### config.mk
export PLATFORM = sky130hd
export DESIGN_NAME = spi_flash_sequencer_flat
export DESIGN_NICKNAME = d
export VERILOG_FILES = /design/src/rtl/spi_flash_sequencer_if.sv /design/src/rtl/spi_flash_sequencer.sv /design/src/flat_wrapper.sv
export SDC_FILE = /design/constraint.sdc
export NUM_CORES = 1
export LEC_CHECK = 0
export BUFFER_PORTS_ARGS = -buffer_cell sky130_fd_sc_hd__buf_2
export CAP_MARGIN = 40
export CORE_ASPECT_RATIO = 1.1
export CORE_MARGIN = 1
export CORE_UTILIZATION = 42
export DETAILED_ROUTE_END_ITERATION = 10
export GPL_TIMING_DRIVEN = 0
export PLACE_DENSITY = 0.72
export SYNTH_ARGS = -nofsm -noshare
export SYNTH_HDL_FRONTEND = slang
export SYNTH_SLANG_ARGS = --single-unit
### constraint.sdc
create_clock -name p_clk -period 7.4 [get_ports p_clk]
set_input_delay 0.74 -clock p_clk [delete_from_list [all_inputs] [get_ports p_clk]]
set_output_delay 0.74 -clock p_clk [all_outputs]
set_load 0.005 [all_outputs]
### src/rtl/spi_flash_sequencer_if.sv
// spi_flash_sequencer_if: host command/response and byte-engine signals of the flash sequencer.
interface spi_flash_sequencer_if;
  logic        cmd_valid;
  logic        cmd_ready;
  logic [1:0]  cmd_op;
  logic [23:0] cmd_addr;
  logic [31:0] cmd_wdata;
  logic        rsp_valid;
  logic        rsp_ready;
  logic [31:0] rsp_rdata;
  logic        rsp_err;
  logic        eng_cs_n;
  logic        eng_start;
  logic [7:0]  eng_tx;
  logic        eng_done;
  logic [7:0]  eng_rx;
  modport master (
    output cmd_valid, cmd_op, cmd_addr, cmd_wdata, rsp_ready, eng_done, eng_rx,
    input  cmd_ready, rsp_valid, rsp_rdata, rsp_err, eng_cs_n, eng_start, eng_tx
  );
  modport slave (
    input  cmd_valid, cmd_op, cmd_addr, cmd_wdata, rsp_ready, eng_done, eng_rx,
    output cmd_ready, rsp_valid, rsp_rdata, rsp_err, eng_cs_n, eng_start, eng_tx
  );
endinterface

### src/rtl/spi_flash_sequencer.sv
// spi_flash_sequencer: turns read/program/erase commands into SPI flash byte frames with status polling.
module spi_flash_sequencer #(
  parameter int POLL_MAX = 1023,
  parameter int GAP_CYC  = 2
) (
  input logic p_clk,
  input logic p_reset_n,
  spi_flash_sequencer_if.slave bus
);
  localparam int PW = $clog2(POLL_MAX + 1) < 10 ? 10 : $clog2(POLL_MAX + 1);
  typedef enum logic [1:0] {IDLE, FRAME, GAP, RESP} state_t;
  typedef enum logic [1:0] {WREN, MAIN, POLL} phase_t;
  state_t state, nxt;
  phase_t phase;
  logic [1:0] op;
  logic [23:0] addr;
  logic [31:0] wdata, rdata;
  logic [2:0] idx;
  logic busy, armed, err;
  logic [PW-1:0] pcnt;
  logic [7:0] gcnt;
  logic accept, done, last, gap_end, poll_to;
  assign accept = bus.cmd_valid && bus.cmd_ready;
  assign done = bus.eng_done && busy && state == FRAME;
  assign last = idx == (phase == WREN ? 3'd0 : phase == POLL ? 3'd1 : op == 2'b10 ? 3'd3 : 3'd7);
  assign gap_end = gcnt == 8'(GAP_CYC - 1);
  assign poll_to = pcnt + 1'b1 == PW'(POLL_MAX);
  always_ff @(posedge p_clk or negedge p_reset_n)
    if (!p_reset_n) state <= IDLE;
    else state <= nxt;
  always_comb begin
    nxt = state;
    case (state)
      IDLE:  if (accept) nxt = bus.cmd_op == 2'b11 ? RESP : FRAME;
      FRAME: if (done && last)
               nxt = (phase == MAIN && op == 2'b00) || (phase == POLL && (!bus.eng_rx[0] || poll_to)) ? RESP : GAP;
      GAP:   if (gap_end) nxt = FRAME;
      RESP:  if (bus.rsp_ready) nxt = IDLE;
      default: nxt = IDLE;
    endcase
  end
  // first FRAME cycle only drops chip select; bytes start once armed
  always_comb begin
    bus.cmd_ready = state == IDLE && p_reset_n;
    bus.rsp_valid = state == RESP;
    bus.rsp_rdata = rdata;
    bus.rsp_err = err;
    bus.eng_cs_n = state != FRAME;
    bus.eng_start = state == FRAME && armed && !busy;
    bus.eng_tx = !bus.eng_start ? 8'h00 :
                 phase == WREN ? 8'h06 :
                 phase == POLL ? (idx == 3'd0 ? 8'h05 : 8'h00) :
                 idx == 3'd0 ? (op == 2'b00 ? 8'h03 : op == 2'b01 ? 8'h02 : 8'h20) :
                 idx == 3'd1 ? addr[23:16] :
                 idx == 3'd2 ? addr[15:8] :
                 idx == 3'd3 ? addr[7:0] :
                 op == 2'b01 ? wdata[{2'd3 - idx[1:0], 3'd0} +: 8] : 8'h00;
  end
  always_ff @(posedge p_clk or negedge p_reset_n)
    if (!p_reset_n) begin
      phase <= WREN;
      op <= '0;
      addr <= '0;
      wdata <= '0;
      rdata <= '0;
      err <= 1'b0;
      idx <= '0;
      busy <= 1'b0;
      armed <= 1'b0;
      pcnt <= '0;
      gcnt <= '0;
    end else begin
      armed <= state == FRAME;
      gcnt <= state == GAP ? gcnt + 1'b1 : 8'd0;
      if (bus.eng_start) busy <= 1'b1;
      if (done) begin
        busy <= 1'b0;
        idx <= last ? 3'd0 : idx + 1'b1;
        if (phase == MAIN && op == 2'b00 && idx[2]) rdata <= {rdata[23:0], bus.eng_rx};
        if (last) phase <= phase == WREN ? MAIN : POLL;
        if (last && phase == POLL) pcnt <= pcnt + 1'b1;
        if (last && phase == POLL && bus.eng_rx[0] && poll_to) err <= 1'b1;
      end
      if (accept) begin
        op <= bus.cmd_op;
        addr <= bus.cmd_addr;
        wdata <= bus.cmd_wdata;
        phase <= bus.cmd_op == 2'b00 ? MAIN : WREN;
        rdata <= '0;
        err <= bus.cmd_op == 2'b11;
        idx <= '0;
        pcnt <= '0;
      end
    end
endmodule

### src/flat_wrapper.sv
// flat-port wrapper written by rule: the top's interface ports become plain ports
module spi_flash_sequencer_flat 
#(
  parameter int POLL_MAX = 1023,
  parameter int GAP_CYC  = 2
)
  (p_clk, p_reset_n, bus_cmd_valid, bus_cmd_op, bus_cmd_addr, bus_cmd_wdata, bus_rsp_ready, bus_eng_done, bus_eng_rx, bus_cmd_ready, bus_rsp_valid, bus_rsp_rdata, bus_rsp_err, bus_eng_cs_n, bus_eng_start, bus_eng_tx);
  spi_flash_sequencer_if bus_i ();
  input logic p_clk;
  input logic p_reset_n;
  input wire logic [$bits(bus_i.cmd_valid)-1:0] bus_cmd_valid;
  input wire logic [$bits(bus_i.cmd_op)-1:0] bus_cmd_op;
  input wire logic [$bits(bus_i.cmd_addr)-1:0] bus_cmd_addr;
  input wire logic [$bits(bus_i.cmd_wdata)-1:0] bus_cmd_wdata;
  input wire logic [$bits(bus_i.rsp_ready)-1:0] bus_rsp_ready;
  input wire logic [$bits(bus_i.eng_done)-1:0] bus_eng_done;
  input wire logic [$bits(bus_i.eng_rx)-1:0] bus_eng_rx;
  output wire logic [$bits(bus_i.cmd_ready)-1:0] bus_cmd_ready;
  output wire logic [$bits(bus_i.rsp_valid)-1:0] bus_rsp_valid;
  output wire logic [$bits(bus_i.rsp_rdata)-1:0] bus_rsp_rdata;
  output wire logic [$bits(bus_i.rsp_err)-1:0] bus_rsp_err;
  output wire logic [$bits(bus_i.eng_cs_n)-1:0] bus_eng_cs_n;
  output wire logic [$bits(bus_i.eng_start)-1:0] bus_eng_start;
  output wire logic [$bits(bus_i.eng_tx)-1:0] bus_eng_tx;
  assign bus_i.cmd_valid = bus_cmd_valid;
  assign bus_i.cmd_op = bus_cmd_op;
  assign bus_i.cmd_addr = bus_cmd_addr;
  assign bus_i.cmd_wdata = bus_cmd_wdata;
  assign bus_i.rsp_ready = bus_rsp_ready;
  assign bus_i.eng_done = bus_eng_done;
  assign bus_i.eng_rx = bus_eng_rx;
  assign bus_cmd_ready = bus_i.cmd_ready;
  assign bus_rsp_valid = bus_i.rsp_valid;
  assign bus_rsp_rdata = bus_i.rsp_rdata;
  assign bus_rsp_err = bus_i.rsp_err;
  assign bus_eng_cs_n = bus_i.eng_cs_n;
  assign bus_eng_start = bus_i.eng_start;
  assign bus_eng_tx = bus_i.eng_tx;
  spi_flash_sequencer #(.POLL_MAX(POLL_MAX), .GAP_CYC(GAP_CYC)) u_core (.p_clk(p_clk), .p_reset_n(p_reset_n), .bus(bus_i));
endmodule
# Word-level counts from Yosys, hierarchy flattened
# Cells that the tools add are included.
# classes
n_shift	1
add_sub_neg	4
n_mux	41
n_reduce_logical	33
eq_ne	19
# ops
op	n
two-way mux 32 bit	3
two-way mux 8 bit	10
indexed part select 32 x 6 -> 8 bit	1
two-way mux 10 bit	3
two-way mux 3 bit	7
two-way mux 2 bit	9
logical AND 1 bit	13
nonzero test 2 bit	6
adder 10 x 1 -> 10 bit (second input constant)	1
equality test 10 bit (second input constant)	1
equality test 2 bit (second input constant)	5
adder 8 x 1 -> 8 bit (second input constant)	1
equality test 8 x 1 -> 1 bit (second input constant)	1
logical NOT 2 bit	4
one-hot mux 2 bit (4 select lines)	1
AND reduction 2 bit	4
two-way mux 1 bit	7
equality test 2 x 1 -> 1 bit (second input constant)	3
equality test 3 x 2 -> 1 bit (second input constant)	2
two-way mux 6 bit	1
inequality test 2 x 1 -> 1 bit (second input constant)	3
inequality test 2 bit (second input constant)	2
AND reduction 4 bit	1
adder 3 x 1 -> 3 bit (second input constant)	1
other kinds (6)	8
# totals
regBits	118
inputBits	71
output_inout_bits	45

# Depth between registers and ports, before layout
# logic_depth
ltp_word	11
mapped_depth	8
ltp_nobuf	7

# Worst setup path after synthesis
# No wires, ideal clock.
# synth_path
kind	flip-flop to output port
start	register u_core.idx[2]
end	output bus_eng_tx[5]
stages_incl_launch_ff	9
t_arrival_ns	2.234
path_buffers	2
slack_ns	4.426
path_cell_list	dfrtp_1 -> clkbuf_1 -> inv_1 -> ha_1 -> clkbuf_1 -> nor3b_1 -> a221o_1 -> o211ai_1 -> a311oi_1
# synth_between
elab_chain_cells	8
word_cells_on_any_way	11
classes_between	3 x eq/ne; 7 x mux; 1 x reduce/logical
# synth_rtl
item	line_no	source
from (decl)	spi_flash_sequencer.sv:18	logic [2:0] idx;
from (signal assigned)	spi_flash_sequencer.sv:78	idx <= last ? 3'd0 : idx + 1'b1;
equality test 3 x 2 -> 1 bit	spi_flash_sequencer.sv:56	idx == 3'd3 ? addr[7:0] :
two-way mux 8 bit	spi_flash_sequencer.sv:56	
two-way mux 8 bit	spi_flash_sequencer.sv:55	idx == 3'd2 ? addr[15:8] :
two-way mux 8 bit	spi_flash_sequencer.sv:54	idx == 3'd1 ? addr[23:16] :
two-way mux 8 bit *	spi_flash_sequencer.sv:53	idx == 3'd0 ? (op == 2'b00 ? 8'h03 : op == 2'b01 ? 8'h02 : 8'h20) :
two-way mux 8 bit *	spi_flash_sequencer.sv:52	phase == POLL ? (idx == 3'd0 ? 8'h05 : 8'h00) :
two-way mux 8 bit *	spi_flash_sequencer.sv:51	phase == WREN ? 8'h06 :
two-way mux 8 bit *	spi_flash_sequencer.sv:50	bus.eng_tx = !bus.eng_start ? 8'h00 :
to (decl)	flat_wrapper.sv:24	output wire logic [$bits(bus_i.eng_tx)-1:0] bus_eng_tx;
# Mark *: on every way between the ends. The rest lies on a longest branch, timed or not.

# Worst setup path after layout
# Ends and elaborated chain as after synthesis.

==> impl_metrics.yaml <==
yosys:
  synth-async-reset-ratio: 1.000
  synth.avg_cell_area_um2: 8.897
  synth_edf_count: 0
  yosys_warnings: 0
  synth_area_leaders: "dfrtp_1 (53%), nand2_1 (17%), nand3_1 (4.3%)"
  synth_largest_area_cell: "dfrtp_1"
  syn_area_mm2: 0.005543
  ys.flop_type: "dfrtp_1"
  ys_ff_latch: 118
  synth.net_count: 703
  ys_seq_area_frac: 0.5327
  netlist.area_leader.share: 0.5327
  synth_cell_types: 48
  postSynthCellCount: 623
die:
  initial_core_util: 0.4347
  coreArea_mm2: 0.01275
  die_y_um: 122.5
  dieArea_mm2: 0.01366
  ios: 116
  core.rowCount: 43
  die_x_um: 111.5
placed_design:
  post-dp-hpwl_mm: 9.833
  pre_cts_ws_ns: 3.819
  portBuffers: 115
  place_congestion: 0.8746
route:
  wl_per_cell_um: 15.02
  detail-route-antenna-nets: 0
  viasPerCell: 5.168
  num_vias: 4796
  post-route-drc-count: 11
  routed_wl_mm: 13.93
  first_pass_iters: 8
  drt-initial-drc-count: 420
layout:
  mostFrequentLayoutCell: "nand2_1"
  fillers: 1174
  multi_input_area_mm2: 0.002389
  final_net_count: 838
  final_cell_mix: "nand2_1 (245), buf_2 (119), dfrtp_1 (118)"
  seq_area_mm2: 0.002953
  diodes: 0
  area_growth_pct: 25.30
  drive_gt1_frac: 0.2153
sta:
  min_period_ns: 4.038
  max_freq_mhz: 247.6
  maxSlewHeadroom: 0.4364
  tns_ns: 0
  grt_setup_unrepaired: "no"
  hold_viol_final: 0
  fin_skew_ns: 0.007887
  drv_slew: 0
  setup_viol: 0
  period_share: 0.5457
  fin_ws_ns: 3.362
  worst_pin_slew_ns: 0.8436
run_status:
  status: "finished with violations"
  violations: "design-rule violations"
global_route:
  antenna_found_initial: 0
  first_global_vias: 4646
  grt_usage: 0.2198
  grt_first_pass_wirelength_mm: 23.12
  grt-ovfl-total: 0
  grt_max_degree: 95
clocking:
  post-cts-setup-buffers: 0
  tritoncts: "built"
  clk_latency_ns: 0.41
  clockBufferDepth: 2
  cts_root_buffer: "clkbuf_16"
  htreeDepth: 4
  ctsResizeCount: 0
  numCtsBuffers: 17
  cts_num_sinks: 118
  postCtsHoldBufs: 0
  clk_pin_slew_ns: 0.06
worst_setup_path:
  crit_required_ns: 6.66
  crit_chain: "clkbuf_1 > inv_1 > ha_1 > clkbuf_1 > nor3b_1 > a221o_1 > o211ai_1 > a311oi_1 > buf_2"
  cp_slowest_cell: "nor3b_1"
  cp_max_fo: 10
  cpMostUsedCell: "clkbuf_1"
  cpPeakStageDelay_ns: 0.74
  worst_setup_path_end_kind: "primary output"
  startpoint_type: "flip-flop"
  setup.worst_path.class: "reg -> out"
  critPathArrivalTime_ns: 3.30
pwr:
  powerDensity_mw_per_mm2: 361.0
  peakVddDrop_mv: 0.1893
  leakagePower_nw: 3.666
flow_run:
  max_cap_viol_count: 0
worst_hold_path:
  min-delay-path-class: "in -> async"
[metal layers]
metal / part of all wire / wire length, µm / up-vias / GRT usage
met5: 0 / 0 / - / 0
met4: 0.011 / 149 / 0 / 0.07095
met2: 0.48 / 6642 / 162 / 0.3672
met3: 0.065 / 911 / 14 / 0.06272
met1: 0.45 / 6230 / 2279 / 0.2767
li1: - / - / 2341 / -
[area by class of cell]
class | instances | share of cell area
flip-flops and latches | 118 | 0.4251
multi-input cells | 458 | 0.3439
repair buffers | 116 | 0.08773
clock buffers | 22 | 0.06828
well taps | 157 | 0.02828
plain buffers | 35 | 0.02252
clock inverters | 10 | 0.01765
inverters | 12 | 0.006485
[registers in the layout (all words and copies together), names as in the netlist, 3 cells and up]
signal,cells
u_core.pcnt,10
u_core.bus.rsp_rdata,32
u_core.addr,24
u_core.gcnt,8
u_core.wdata,32
u_core.idx,3
[report_power, final]
| group | switching, mW | internal [mW] |
|---|---|---|
| clock | 0.295 | 0.523 |
| combinational | 0.413 | 0.308 |
| sequential | 0.127 | 0.842 |
| total | 0.834 | 1.67 |
[cell families after synthesis]
family / Yosys count / share of synthesized area
flops: 118 / 0.5327
buf+inv: 47 / 0.03634
compound gates: 65 / 0.07133
simple gates: 362 / 0.2840
fa+ha+maj: 9 / 0.02032
mux: 10 / 0.03634
xor+xnor: 12 / 0.01896
[worst max-delay path, delay by kind of cell, from the launching register on]
family          cells  cell delay (ns)
buf+inv             4             0.90
simple gates        1             0.74
compound gates      3             0.68
flops               1             0.34
fa+ha+maj           1             0.24
[cell usage after synthesis, types with 4 or more instances]
| cell type | count |
|---|---|
| nand3_1 | 48 |
| a21oi_1 | 16 |
| nor2_1 | 25 |
| inv_1 | 12 |
| nand2_1 | 245 |
| dfrtp_1 | 118 |
| clkbuf_1 | 25 |
| xor2_1 | 9 |
| o22ai_1 | 4 |
| nand2b_1 | 9 |
| o21ai_0 | 23 |
| ha_1 | 9 |
| mux4_2 | 8 |
| and3_1 | 11 |
| a221oi_1 | 6 |
| buf_2 | 5 |
| nor3_1 | 5 |
[per-stage QoR]
step / cell area, µm² / hold WS (ns) / utilization / power [mW] / cells
finish: 6945 / 0.1904 / 0.5447 / 2.507 / 928
global route: 6945 / 0.1971 / 0.5447 / 2.680 / 928
CTS: 6945 / 0.1854 / 0.5447 / 2.519 / 928
detailed placement: 6349 / 0.4616 / 0.4979 / 1.691 / 896
global placement: 6315 / 0.4547 / 0.4952 / 1.670 / 895
floorplan: 5543 / 0.4403 / - / 1.466 / 623
[final timing paths]
kind                                       start                 endpoint  slack [ns]  cells after the start
worst max-delay path               u_core.idx[2]            bus_eng_tx[5]        3.36                      9
min in group p_clk              u_core.wdata[28]         u_core.wdata[28]        0.47                      2
worst min-delay path                   p_reset_n  u_core.bus.rsp_rdata[1]        0.19                      1
max in group asynchronous              p_reset_n           u_core.addr[2]        6.45                      2
worst min register to register  u_core.wdata[28]         u_core.wdata[28]        0.47                      2
worst max register to register   u_core.state[0]         u_core.wdata[25]        5.12                      8
Power figures use the tool's default switching activity.
